## config.mk

```make
export PLATFORM = sky130hd
export DESIGN_NAME = pc_sequencer
export DESIGN_NICKNAME = d
export VERILOG_FILES = /design/src/rtl/pc_sequencer.sv
export SDC_FILE = /design/constraint.sdc
export NUM_CORES = 1
export LEC_CHECK = 0
export BUFFER_PORTS_ARGS = -buffer_cell sky130_fd_sc_hd__buf_2
export CORE_MARGIN = 2
export CORE_UTILIZATION = 57
export CTS_CLUSTER_DIAMETER = 50
export DETAILED_ROUTE_END_ITERATION = 16
export PLACE_DENSITY = 0.93
export SETUP_SLACK_MARGIN = 0.02
export SLEW_MARGIN = 20
export SYNTH_ARGS = -nofsm -noshare
export SYNTH_HDL_FRONTEND = slang
export SYNTH_SLANG_ARGS = --single-unit
```

## constraint.sdc

```tcl
create_clock -name clk -period 3.17 [get_ports clk]
set_input_delay 0.634 -clock clk [delete_from_list [all_inputs] [get_ports clk]]
set_output_delay 0.634 -clock clk [all_outputs]
set_load 0.005 [all_outputs]
```

## src/rtl/pc_sequencer.sv

```systemverilog
// Program-counter controller for the fetch stage: start/run/halt FSM, next-PC select, watchdog.
// Optional build macro PC_SEQ_PERF_EN adds the cyc_cnt/br_cnt performance counters.
//
// state  | meaning
// IDLE   | after reset, pc holds, waiting for start
// RUN    | executing; pc advances on every unstalled cycle
// HALTED | HALT seen or watchdog expired; done=1, waiting for restart
module pc_sequencer #(
    parameter int D       = 12,
    parameter int TIMEOUT = 4096
) (
    input  logic         clk,
    input  logic         reset,
    input  logic         start,
    input  logic [D-1:0] start_addr,
    input  logic         stall,
    input  logic         halt,
    input  logic         jump,
    input  logic [D-1:0] jump_addr,
    input  logic         br_taken,
    input  logic [2:0]   br_sel,
    output logic [2:0]   lut_sel,
    input  logic [D-1:0] lut_target,
    output logic [D-1:0] pc,
    output logic         busy,
    output logic         done,
`ifdef PC_SEQ_PERF_EN
    output logic [31:0]  cyc_cnt,
    output logic [31:0]  br_cnt,
`endif
    output logic         timeout
);

    typedef enum logic [1:0] {
        IDLE   = 2'd0,
        RUN    = 2'd1,
        HALTED = 2'd2
    } state_t;

    localparam logic        WDOG_EN = (TIMEOUT != 0);
    localparam logic [31:0] TO_VAL  = 32'(TIMEOUT);
    localparam logic [D-1:0] PC_ONE = {{(D-1){1'b0}}, 1'b1};

    state_t       state, state_nxt;
    logic [D-1:0] pc_nxt;
    logic [31:0]  count, count_nxt, count_inc;
    logic         timeout_nxt;
    logic         taken;

    assign lut_sel   = br_sel;
    assign count_inc = count + 32'd1;

    always_comb begin
        state_nxt   = state;
        pc_nxt      = pc;
        count_nxt   = count;
        timeout_nxt = timeout;
        taken       = 1'b0;
        case (state)
            IDLE, HALTED: begin
                if (start) begin
                    state_nxt   = RUN;
                    pc_nxt      = start_addr;
                    count_nxt   = '0;
                    timeout_nxt = 1'b0;
                end
            end
            RUN: begin
                if (!stall) begin
                    count_nxt = count_inc;
                    // explicit HALT outranks the watchdog so timeout stays clear
                    if (halt) begin
                        state_nxt = HALTED;
                    end else if (WDOG_EN && count_inc == TO_VAL) begin
                        state_nxt   = HALTED;
                        timeout_nxt = 1'b1;
                    end else if (jump) begin
                        pc_nxt = jump_addr;
                        taken  = 1'b1;
                    end else if (br_taken) begin
                        pc_nxt = pc + lut_target;
                        taken  = 1'b1;
                    end else begin
                        pc_nxt = pc + PC_ONE;
                    end
                end
            end
            default: state_nxt = IDLE;
        endcase
    end

    always_ff @(posedge clk) begin
        if (reset) begin
            state   <= IDLE;
            pc      <= '0;
            count   <= '0;
            busy    <= 1'b0;
            done    <= 1'b0;
            timeout <= 1'b0;
        end else begin
            state   <= state_nxt;
            pc      <= pc_nxt;
            count   <= count_nxt;
            busy    <= (state_nxt == RUN);
            done    <= (state_nxt == HALTED);
            timeout <= timeout_nxt;
        end
    end

`ifdef PC_SEQ_PERF_EN
    always_ff @(posedge clk) begin
        if (reset) begin
            cyc_cnt <= '0;
            br_cnt  <= '0;
        end else if (state != RUN) begin
            if (start) begin
                cyc_cnt <= '0;
                br_cnt  <= '0;
            end
        end else begin
            if (cyc_cnt != '1) cyc_cnt <= cyc_cnt + 32'd1;
            if (taken && br_cnt != '1) br_cnt <= br_cnt + 32'd1;
        end
    end
`endif

endmodule

```

==> key figures, run 1 <==
Critical path
  • Reg-to-Reg End: pc[9]
  • Worst path cell trace: nand4_2, or4_1, xnor2_1, a2111oi_1, and4_4, a21o_4, mux2_1
  • CP max-delay cell: or4_1
  • Worst setup path endpoint: pc[9]
  • Crit path depth: 7
  • Setup CP Type: reg2reg
  • Crit path max fanout: 10
  • RR Startpoint: count[3]
  • Critical Path AT: 3190 ps
  • Worst reg-to-reg path cell count: 7
  • R2r setup slk: 190 ps
  • CP Launch Type: flip-flop
  • Top cell family by delay on the critical path: simple AND/OR/NAND/NOR gates
  • Worst Setup SP: count[3]
  • Slowest stage delay, CP: 670 ps
  • Critical Path End Type: flip-flop
  • Critical Path RT: 3380 ps
  • Crit path buf inv count: 0

Clock network
  • Total CTS buffers: 5
  • PostCTS Resize Cnt: 0
  • Max clock buf depth: 2
  • Post-CTS Hold Buffers: 0
  • CTS tree: built
  • Post-CTS Setup Bufs: 0
  • Clock Sinks: 49
  • Skew-Pair Late Insertion Delay: 320 ps
  • Clock Pin Slew Worst Setup and Hold Paths: 100 ps
  • Htree depth: 2
  • Root buf cell: clkbuf_8

STA
  • Worst-margin pin slew: 926 ps
  • Setup violations, final: 0
  • Final Max Tran Viols: 0
  • Final Critical Period: 2980 ps
  • Rel. slew slack: 38.3%
  • RSZ-0062 raised after global routing: no
  • Final Hold Viols: 0
  • FMAX: 0.335 GHz
  • Worst clock skew: 9.73 ps
  • Post-route setup slack: 187 ps
  • Fin crit share: 94.1%
  • Setup Total Neg Slack: 0 ps

Placement
  • Cells after DPL: 614
  • Port Buffers: 57
  • Gpl congestion: 1.01
  • Post-DP HPWL: 7540 um
  • Post-Place Worst Slack: 83.6 ps

Floorplanning
  • Die Ht: 85.9 um
  • Rows: 29
  • Initial core utilization: 59.5%
  • Die Wd: 85.9 um
  • CORE AREA: 6420 um2
  • Total die area: 7380 um2
  • IO Count: 64

Global route
  • Largest net degree at the start of global routing: 51
  • Remaining Overflow, GRT: 0
  • GRT Total Usage: 29.0%
  • Vias in the first global route: 3927
  • Initial antenna violation count: 0
  • First-pass GRT wire length: 17600 um

Logic synthesis
  • Area of the mapped netlist: 3820 um2
  • Mapped Cells: 508
  • Syn nets: 567
  • EDFF count, synth: 0
  • Syn Area/Cell: 7.53 um2
  • YS warnings: 0
  • Library cells used by synthesis: 65
  • Synth async-reset ratio: 0%
  • Sequential cell area fraction in the yosys report: 25.7%
  • #FFs+latches synth: 49
  • Ys flop type: dfxtp_1

Flow run
  • MaxCap Viol Count: 0

Drt
  • Iter 0 DRT Violations: 470
  • Final ANT Viol Nets: 0
  • TritonRoute pass-1 iters: 5
  • Total number of vias: 4160
  • Vias/cell: 6.69
  • DRC Markers: 0
  • Drt wl/cell: 17.2 um
  • Final WL: 10700 um

Cells and area
  • # nets final: 603
  • Commonest cells after routing, fill and taps aside: buf_2, dfxtp_1, nor2_1
  • Layout cells sized above 1: 18.7%
  • P&R area growth vs syn: 11.4%
  • Most common cell after layout, fill and taps aside: buf_2
  • N_diodes: 0
  • Final std cells w/o fill: 622

Power and ir drop
  • Power Total: 1440 uW
  • Peak supply drop: 158 uV
  • Lkg Pwr: 0.00166 uW
  • PwrDens: 337 nW/um2

Worst hold path
  • Hold_sp: timeout
  • Hold Path Class: reg2reg

Run status
  • Status: finished clean
[metrics by stage]
step	cell area, um2	utilization (%)	hold slack (ps)
detailed placement	4140	64.4	464
finish	4260	66.3	473
floorplan	3820	-	453
CTS	4250	66.2	482
global placement	4140	64.4	442
global route	4260	66.3	507
[tightest hold or removal path: cells and delay by family (launching register included)]
family          cells  cell delay, ps
flops               1             330
compound gates      1              60
simple gates        1              50
[cell type report]
class / count / area [um2]
Multi-Input combinational cell: 404 / 2610
Fill cell: 497 / 2160
Sequential cell: 49 / 981
Timing Repair Buffer: 75 / 420
Tap cell: 77 / 96.3
Clock buffer: 5 / 68.8
Clock inverter: 3 / 47.5
Inverter: 9 / 33.8
[registers in the layout, summed over array words and instances (netlist names)]
| register | cells |
|---|---|
| state | 2 |
| done | 1 |
| pc | 12 |
| busy | 1 |
| timeout | 1 |
| count | 32 |
[worst min path at each step]
stage | to | slack (ps) | depth (start not counted)
after floorplan | timeout | 450 | 2
final | timeout | 470 | 2
after CTS | timeout | 480 | 2
after global routing | timeout | 510 | 2
after global placement | timeout | 440 | 2
after detailed placement | timeout | 460 | 2
[cell usage after synthesis, drive strengths merged (5+ instances only)]
master | number | area [um2]
a211oi | 6 | 45.0
a21oi | 40 | 200
a311oi | 8 | 70.1
a31oi | 12 | 75.1
and2 | 12 | 75.1
and3 | 11 | 68.8
and4 | 5 | 46.3
buf | 11 | 72.6
clkbuf | 35 | 131
dfxtp | 49 | 981
ha | 12 | 150
inv | 9 | 33.8
mux2 | 6 | 82.6
mux2i | 6 | 60.1
nand2 | 41 | 154
nand2b | 7 | 43.8
nand3 | 14 | 75.1
nand4 | 19 | 140
nor2 | 48 | 180
nor2b | 9 | 56.3
nor3 | 14 | 70.1
nor4 | 16 | 134
o211ai | 12 | 90.1
o21ai | 34 | 170
or3 | 8 | 50.1
xnor2 | 11 | 96.3
[where the power goes]
group          internal, uW  leakage, uW  switching, uW
combinational           133      0.00120            169
clock                   241    0.0000591            240
sequential              635     0.000398           18.1
[layer usage]
layer	global-route usage (%)	vias up	wire length (um)	share of wire, %
li1	-	1966	-	-
met4	13.1	0	391	3.6
met3	3.95	49	849	7.9
met1	35.9	1906	4300	40
met5	0	-	0	0
met2	49.8	239	5180	48
[cell families after synthesis]
logic type | after synthesis | synth area share (%)
muxes | 12 | 3.73
buffers and inverters | 55 | 6.22
and+or+nand+nor | 219 | 31.7
AOI/OAI and AO/OA | 145 | 24.8
DFF | 49 | 25.7
xor gates and xnor gates | 15 | 3.44
adders and majority gates | 13 | 4.45
Note: power is estimated with default switching activity, not from simulation.
==> run 2, diff against run 1 <==
--- a/config.mk
+++ b/config.mk
@@ -6,10 +6,11 @@
 export NUM_CORES = 1
 export LEC_CHECK = 0
 export BUFFER_PORTS_ARGS = -buffer_cell sky130_fd_sc_hd__buf_2
-export CORE_MARGIN = 2
+export CORE_MARGIN = 3
 export CORE_UTILIZATION = 57
 export CTS_CLUSTER_DIAMETER = 50
 export DETAILED_ROUTE_END_ITERATION = 16
+export GPL_ROUTABILITY_DRIVEN = 0
 export PLACE_DENSITY = 0.93
 export SETUP_SLACK_MARGIN = 0.02
 export SLEW_MARGIN = 20
==> constraint.sdc (replaced) <==
create_clock -name clk -period 3.2 [get_ports clk]
set_input_delay 0.64 -clock clk [delete_from_list [all_inputs] [get_ports clk]]
set_output_delay 0.64 -clock clk [all_outputs]
set_load 0.005 [all_outputs]
==> run 2 against run 1 <==
Non-clock buffer count is the same. Sequential share of layout area up 0.16 points. Sequential power fell by 0.8%. Clock power shrank 20%. Total power fell by 7.2%. Combinational power about the same.
==> key figures, run 2 (synthesis gave the netlist of run 1 again) <==
Floorplanning
  • Die Ht: 87.9 um (was 85.9 um)
  • Die Wd: 87.9 um (was 85.9 um)
  • IO Count: 64 (unchanged)
  • CORE AREA: 6420 um2 (unchanged)
  • Initial core utilization: 59.5% (unchanged)
  • Total die area: 7730 um2 (was 7380 um2)
  • Rows: 29 (unchanged)

Cells and area
  • Max reg flops: 32 (unchanged)
  • # nets final: 603 (unchanged)
  • Design area: 4230 um2 (was 4260 um2)
  • Largest regs: count: 32 flops, pc: 12 flops, state: 2 flops (unchanged)
  • Reg area: 981 um2 (unchanged)
  • N_diodes: 0 (unchanged)
  • FILL cells: 495 (was 497)
  • Multi-input gate area: 2610 um2 (about the same)
  • P&R area growth vs syn: 10.6% (was 11.4%)
  • Most common cell after layout, fill and taps aside: buf_2 (unchanged)
  • Layout cells sized above 1: 18.5% (was 18.7%)
  • Register name with the most flops: count (unchanged)
  • Commonest cells after routing, fill and taps aside: buf_2, dfxtp_1, nor2_1 (unchanged)

Placement
  • Post-Place Cell Area: 4140 um2 (unchanged)
  • Post-DP HPWL: 7710 um (was 7540 um)
  • Port Buffers: 57 (unchanged)

Critical path
  • Critical Path AT: 3230 ps (was 3190 ps)
  • Crit path max fanout: 8 (was 10)
  • R2r setup slk: 180 ps (was 190 ps)
  • CP Launch Type: flip-flop (unchanged)
  • Critical Path RT: 3410 ps (was 3380 ps)
  • Critical Path End Type: flip-flop (unchanged)
  • Setup CP Type: reg2reg (unchanged)

Drt
  • TritonRoute pass-1 iters: 6 (was 5)
  • Final ANT Viol Nets: 0 (unchanged)
  • Drt wl/cell: 17.3 um (was 17.2 um)
  • DRC Markers: 0 (unchanged)
  • Vias/cell: 6.79 (was 6.69)
  • Total number of vias: 4226 (was 4160)
  • Final WL: 10800 um (was 10700 um)
  • Iter 0 DRT Violations: 422 (was 470)

STA
  • Setup Total Neg Slack: 0 ps (unchanged)
  • Final Critical Period: 3020 ps (was 2980 ps)
  • Fin crit share: 94.4% (was 94.1%)
  • Rel. slew slack: 39.3% (was 38.3%)
  • Final Max Tran Viols: 0 (unchanged)
  • Worst clock skew: 12.4 ps (was 9.73 ps)
  • Final Hold Viols: 0 (unchanged)
  • Worst-margin pin slew: 910 ps (was 926 ps)
  • FMAX: 0.331 GHz (was 0.335 GHz)
  • Setup violations, final: 0 (unchanged)
  • RSZ-0062 raised after global routing: no (unchanged)

Global route
  • GRT Total Usage: 28.6% (was 29.0%)
  • Vias in the first global route: 3917 (was 3927)
  • Largest net degree at the start of global routing: 51 (unchanged)
  • Remaining Overflow, GRT: 0 (unchanged)
  • First-pass GRT wire length: 18000 um (was 17600 um)
  • Initial antenna violation count: 0 (unchanged)

Clock network
  • Max clock buf depth: 2 (unchanged)
  • Clock Sinks: 49 (unchanged)
  • Post-CTS Hold Buffers: 0 (unchanged)
  • Htree depth: 2 (unchanged)
  • Total CTS buffers: 5 (unchanged)
  • Skew-Pair Late Insertion Delay: 320 ps (about the same)
  • CTS tree: built (unchanged)
  • Clock Pin Slew Worst Setup and Hold Paths: 100 ps (about the same)
  • Root buf cell: clkbuf_8 (unchanged)

Flow run
  • MaxCap Viol Count: 0 (unchanged)

Worst hold path
  • Hold Path Class: reg2reg (unchanged)

Run status
  • Status: finished clean (unchanged)

Power and ir drop
  • PwrDens: 315 nW/um2 (was 337 nW/um2)
  • Peak supply drop: 187 uV (was 158 uV)
  • Power Total: 1330 uW (was 1440 uW)
  • Lkg Pwr: 0.00165 uW (was 0.00166 uW)
==> run 2: cell count changes in the layout (fill, tap and decap cells not counted), sizes merged <==
cell    delta
inv        -2
bufinv     -1
clkinv     +3
==> run 2: cell type report <==
| type | count | share of cell area, % |
|---|---|---|
| flip-flops and latches | 49 | 23.2 |
| repair buffers | 75 | 9.94 |
| multi-input cells | 404 | 61.6 |
| inverters | 9 | 0.799 |
| well taps | 77 | 2.28 |
| clock buffers | 5 | 1.63 |
| clock inverters | 3 | 0.532 |
==> run 2: per-stage QoR <==
step / std cells / hold WS (ps) / setup slack, ps / util, %
2_1_floorplan: 508 / 453 / 392 / -
3_3_place_gp: 614 / 442 / 253 / 64.4
3_5_place_dp: 614 / 455 / 173 / 64.4
4_1_cts: 622 / 469 / 173 / 65.8
5_1_grt: 622 / 516 / 20.5 / 65.9
6_report: 622 / 466 / 180 / 65.9
==> run 2: per-layer routing <==
layer  track usage [%]  share of wire, %  up-vias
met5                 0                 0        -
met4              10.7               2.9        0
met3              5.83               7.7       49
met2              49.0                48      241
met1              35.3                41     1966
li1                  -                 -     1970
==> run 2: critical path, stage by stage (launching register included) <==
cell,delay [ps]
dfxtp_1,460
ha_1,270
nand3_1,130
or4_1,680
a2111oi_1,380
o211ai_1,200
nor4_4,210
a21o_4,250
mux2_1,340
==> run 2: final timing paths <==
| check | start | to | cells past startpoint |
|---|---|---|---|
| max | count[0] | pc[9] | 8 |
| min | timeout | timeout | 2 |
| max reg2reg | count[0] | pc[9] | 8 |
| min reg2reg | timeout | timeout | 2 |
==> run 2: what timing repair did <==
item	in CTS	in global routing
setup buffers	0	0
setup endpoints to repair	0	6
gates resized for setup	0	2
==> run 2: where the power goes <==
group	internal, uW	switching [uW]
clock network	156	231
registers	629	19.0
logic	131	169
==> run 3, diff against run 2 <==
--- a/config.mk
+++ b/config.mk
@@ -5,6 +5,7 @@
 export SDC_FILE = /design/constraint.sdc
 export NUM_CORES = 1
 export LEC_CHECK = 0
+export ABC_AREA = 1
 export BUFFER_PORTS_ARGS = -buffer_cell sky130_fd_sc_hd__buf_2
 export CORE_MARGIN = 3
 export CORE_UTILIZATION = 57
==> run 3 against run 2 <==
First-iteration DRC count fell by 25%. Largest cell class unchanged. Final cell count rose by 25%. Combinational power rose by 10%. Non-clock buffer count fell by 14. Sequential power rose by 2%. Utilization fell by 0.18 points. Critical path type unchanged.
==> key figures, run 3 <==
Logic synthesis
  • Ys flop type: dfxtp_1 (unchanged)
  • Share of the synthesized area in the top cell type: 25.7% (about the same)
  • Mapped Cells: 654 (was 508)
  • Synth async-reset ratio: 0% (unchanged)
  • Sequential cell area fraction in the yosys report: 25.7% (about the same)
  • Area leader, netlist: dfxtp_1 (unchanged)
  • Syn Area/Cell: 5.83 um2 (was 7.53 um2)
  • Library cells used by synthesis: 33 (was 65)
  • #FFs+latches synth: 49 (unchanged)
  • Synth cell count leaders: nand2_1, nor2_1, a21oi_1 (was dfxtp_1, nor2_1, nand2_1)
  • Area of the mapped netlist: 3810 um2 (was 3820 um2)
  • YS warnings: 0 (unchanged)
  • Top post-synthesis cells by area: dfxtp_1, nand2_1, a21oi_1 (was dfxtp_1, a21oi_1, nor2_1)
  • Syn nets: 713 (was 567)
  • EDFF count, synth: 0 (unchanged)
  • Top-count cell post-synth: nand2_1 (was dfxtp_1)

Critical path
  • R2r setup slk: 550 ps (was 180 ps)
  • Crit path buf inv count: 1 (was 0)
  • CP max-delay cell: dfxtp_1 (was or4_1)
  • Crit path max fanout: 19 (was 8)
  • Critical Path End Type: flip-flop (unchanged)
  • Most used cell, CP: nand2_1
  • Critical Path RT: 3430 ps (was 3410 ps)
  • Top cell family by delay on the critical path: simple AND/OR/NAND/NOR gates (unchanged)
  • Setup CP Type: reg2reg (unchanged)
  • Slowest stage delay, CP: 410 ps (was 680 ps)
  • Critical Path AT: 2880 ps (was 3230 ps)
  • CP Launch Type: flip-flop (unchanged)
  • Worst path cell trace: ha_1, nand2_2, nor2_4, nand3_1, inv_1, nand2_1, nand2_1, nand2_1, nor2_1, nand2_1, nor2_2, nand3_2, nand2_2, nand2_4, nand2_2, nand2_1, nand2_1, nor2_1 (was ha_1, nand3_1, or4_1, a2111oi_1, o211ai_1, nor4_4, a21o_4, mux2_1)

Power and ir drop
  • Lkg Pwr: 0.00192 uW (was 0.00165 uW)
  • Combinational share of power: 23.8% (was 22.5%)
  • Peak supply drop: 168 uV (was 187 uV)
  • PwrDens: 329 nW/um2 (was 315 nW/um2)
  • Switching share of power: 33.6% (was 31.4%)
  • Flop pwr share: 47.5% (was 48.6%)
  • Pint: 922 uW (was 916 uW)
  • Power Total: 1390 uW (was 1330 uW)
  • Sw Pwr: 466 uW (was 418 uW)
  • Clk pwr share: 28.8% (was 29.0%)

Floorplanning
  • CORE AREA: 6420 um2 (unchanged)
  • Rows: 29 (unchanged)
  • Initial core utilization: 59.4% (was 59.5%)
  • Die Ht: 87.8 um (was 87.9 um)
  • Die Wd: 87.8 um (was 87.9 um)
  • Total die area: 7710 um2 (was 7730 um2)
  • IO Count: 64 (unchanged)

Placement
  • Port Buffers: 57 (unchanged)
  • Post-DP HPWL: 7660 um (was 7710 um)

Clock network
  • Max clock buf depth: 2 (unchanged)
  • PostCTS Resize Cnt: 0 (unchanged)
  • Root buf cell: clkbuf_8 (unchanged)
  • Total CTS buffers: 5 (unchanged)
  • Post-CTS Hold Buffers: 0 (unchanged)
  • CTS tree: built (unchanged)
  • Clock Sinks: 49 (unchanged)
  • Htree depth: 2 (unchanged)
  • Skew-Pair Late Insertion Delay: 320 ps (about the same)
  • Clock Pin Slew Worst Setup and Hold Paths: 110 ps (was 100 ps)
  • Post-CTS Setup Bufs: 0 (unchanged)

Global route
  • GRT Total Usage: 26.8% (was 28.6%)
  • First-pass GRT wire length: 17000 um (was 18000 um)
  • Vias in the first global route: 3949 (was 3917)
  • Remaining Overflow, GRT: 0 (unchanged)
  • Largest net degree at the start of global routing: 38 (was 51)
  • Initial antenna violation count: 0 (unchanged)

STA
  • RSZ-0062 raised after global routing: no (unchanged)
  • Fin crit share: 82.8% (was 94.4%)
  • Final Hold Viols: 0 (unchanged)
  • Final Critical Period: 2650 ps (was 3020 ps)
  • FMAX: 0.377 GHz (was 0.331 GHz)
  • Rel. slew slack: 31.5% (was 39.3%)
  • Final Max Tran Viols: 0 (unchanged)
  • Final hold slack: 477 ps (was 466 ps)
  • Worst-margin pin slew: 1030 ps (was 910 ps)
  • Worst clock skew: 23.7 ps (was 12.4 ps)
  • Setup Total Neg Slack: 0 ps (unchanged)
  • Setup violations, final: 0 (unchanged)

Cells and area
  • Largest regs: count: 32 flops, pc: 12 flops, state: 2 flops (unchanged)
  • N_diodes: 0 (unchanged)
  • Fin util: 65.7% (was 65.9%)
  • Register name with the most flops: count (unchanged)
  • Commonest cells after routing, fill and taps aside: nand2_1, nor2_1, a21oi_1 (was buf_2, dfxtp_1, nor2_1)
  • Layout cells sized above 1: 13.1% (was 18.5%)
  • Max reg flops: 32 (unchanged)
  • P&R area growth vs syn: 10.6% (about the same)
  • Most common cell after layout, fill and taps aside: nand2_1 (was buf_2)
  • # nets final: 758 (was 603)

Run status
  • Status: finished clean (unchanged)

Drt
  • Iter 0 DRT Violations: 316 (was 422)
  • TritonRoute pass-1 iters: 8 (was 6)
  • Final ANT Viol Nets: 0 (unchanged)
  • Total number of vias: 4431 (was 4226)
  • DRC Markers: 0 (unchanged)
  • Vias/cell: 5.70 (was 6.79)
  • Final WL: 10100 um (was 10800 um)
  • Drt wl/cell: 13.1 um (was 17.3 um)

Worst hold path
  • Hold Path Class: reg2reg (unchanged)

Flow run
  • MaxCap Viol Count: 0 (unchanged)
## run 3: power by group through the flow
stage | registers (uW) | logic, uW | clock network (uW)
finish | 659 | 330 | 399
global placement | 672 | 311 | 0
floorplan | 669 | 225 | 0
detailed placement | 673 | 322 | 0
global route | 661 | 374 | 431
CTS | 659 | 325 | 412
## run 3: area by class of cell
class	instances	area, um2
inverter	60	225
clock inverter	3	28.8
timing repair buffer	61	315
clock buffer	5	68.8
sequential	49	981
multi-input combinational	522	2500
fill	573	2200
tap	77	96.3
## run 3: worst reg2reg max path, cell delays in order (launching register included)
cell	delay, ps
dfxtp_1	410
ha_1	250
nand2_2	100
nor2_4	190
nand3_1	230
inv_1	130
nand2_1	60
nand2_1	60
nand2_1	60
nor2_1	130
nand2_1	100
nor2_2	120
nand3_2	100
nand2_2	120
nand2_4	150
nand2_2	160
nand2_1	70
nand2_1	70
nor2_1	50
## run 3: final timing paths
| check | depth (start not counted) | start | end |
|---|---|---|---|
| setup / recovery | 18 | count[1] | pc[2] |
| hold / removal | 2 | timeout | timeout |
| setup reg to reg | 18 | count[1] | pc[2] |
| hold reg to reg | 2 | timeout | timeout |
## run 3: cell families (layout without fill, tap and decap cells)
logic type	after synthesis	after routing	share of synthesized area, %
and+or+nand+nor	403	403	45.8
AOI/OAI and AO/OA	100	100	13.9
buffers and inverters	83	129	8.69
DFF	49	49	25.7
adders and majority gates	13	13	4.46
xor gates and xnor gates	6	6	1.38
## run 3: routing by layer
| metal | track usage (%) | vias up | wire length (um) |
|---|---|---|---|
| li1 | - | 2187 | - |
| met1 | 33.6 | 1976 | 4210 |
| met2 | 46.1 | 239 | 4790 |
| met3 | 4.61 | 29 | 956 |
| met4 | 9.34 | 0 | 186 |
| met5 | 0 | - | 0 |
## run 3: through the flow
step,instance area [um2],instances,setup WS (ps)
2_1_floorplan,3810,654,784
3_3_place_gp,4120,769,684
3_5_place_dp,4120,769,588
4_1_cts,4220,777,613
5_1_grt,4220,777,302
6_report,4220,777,550
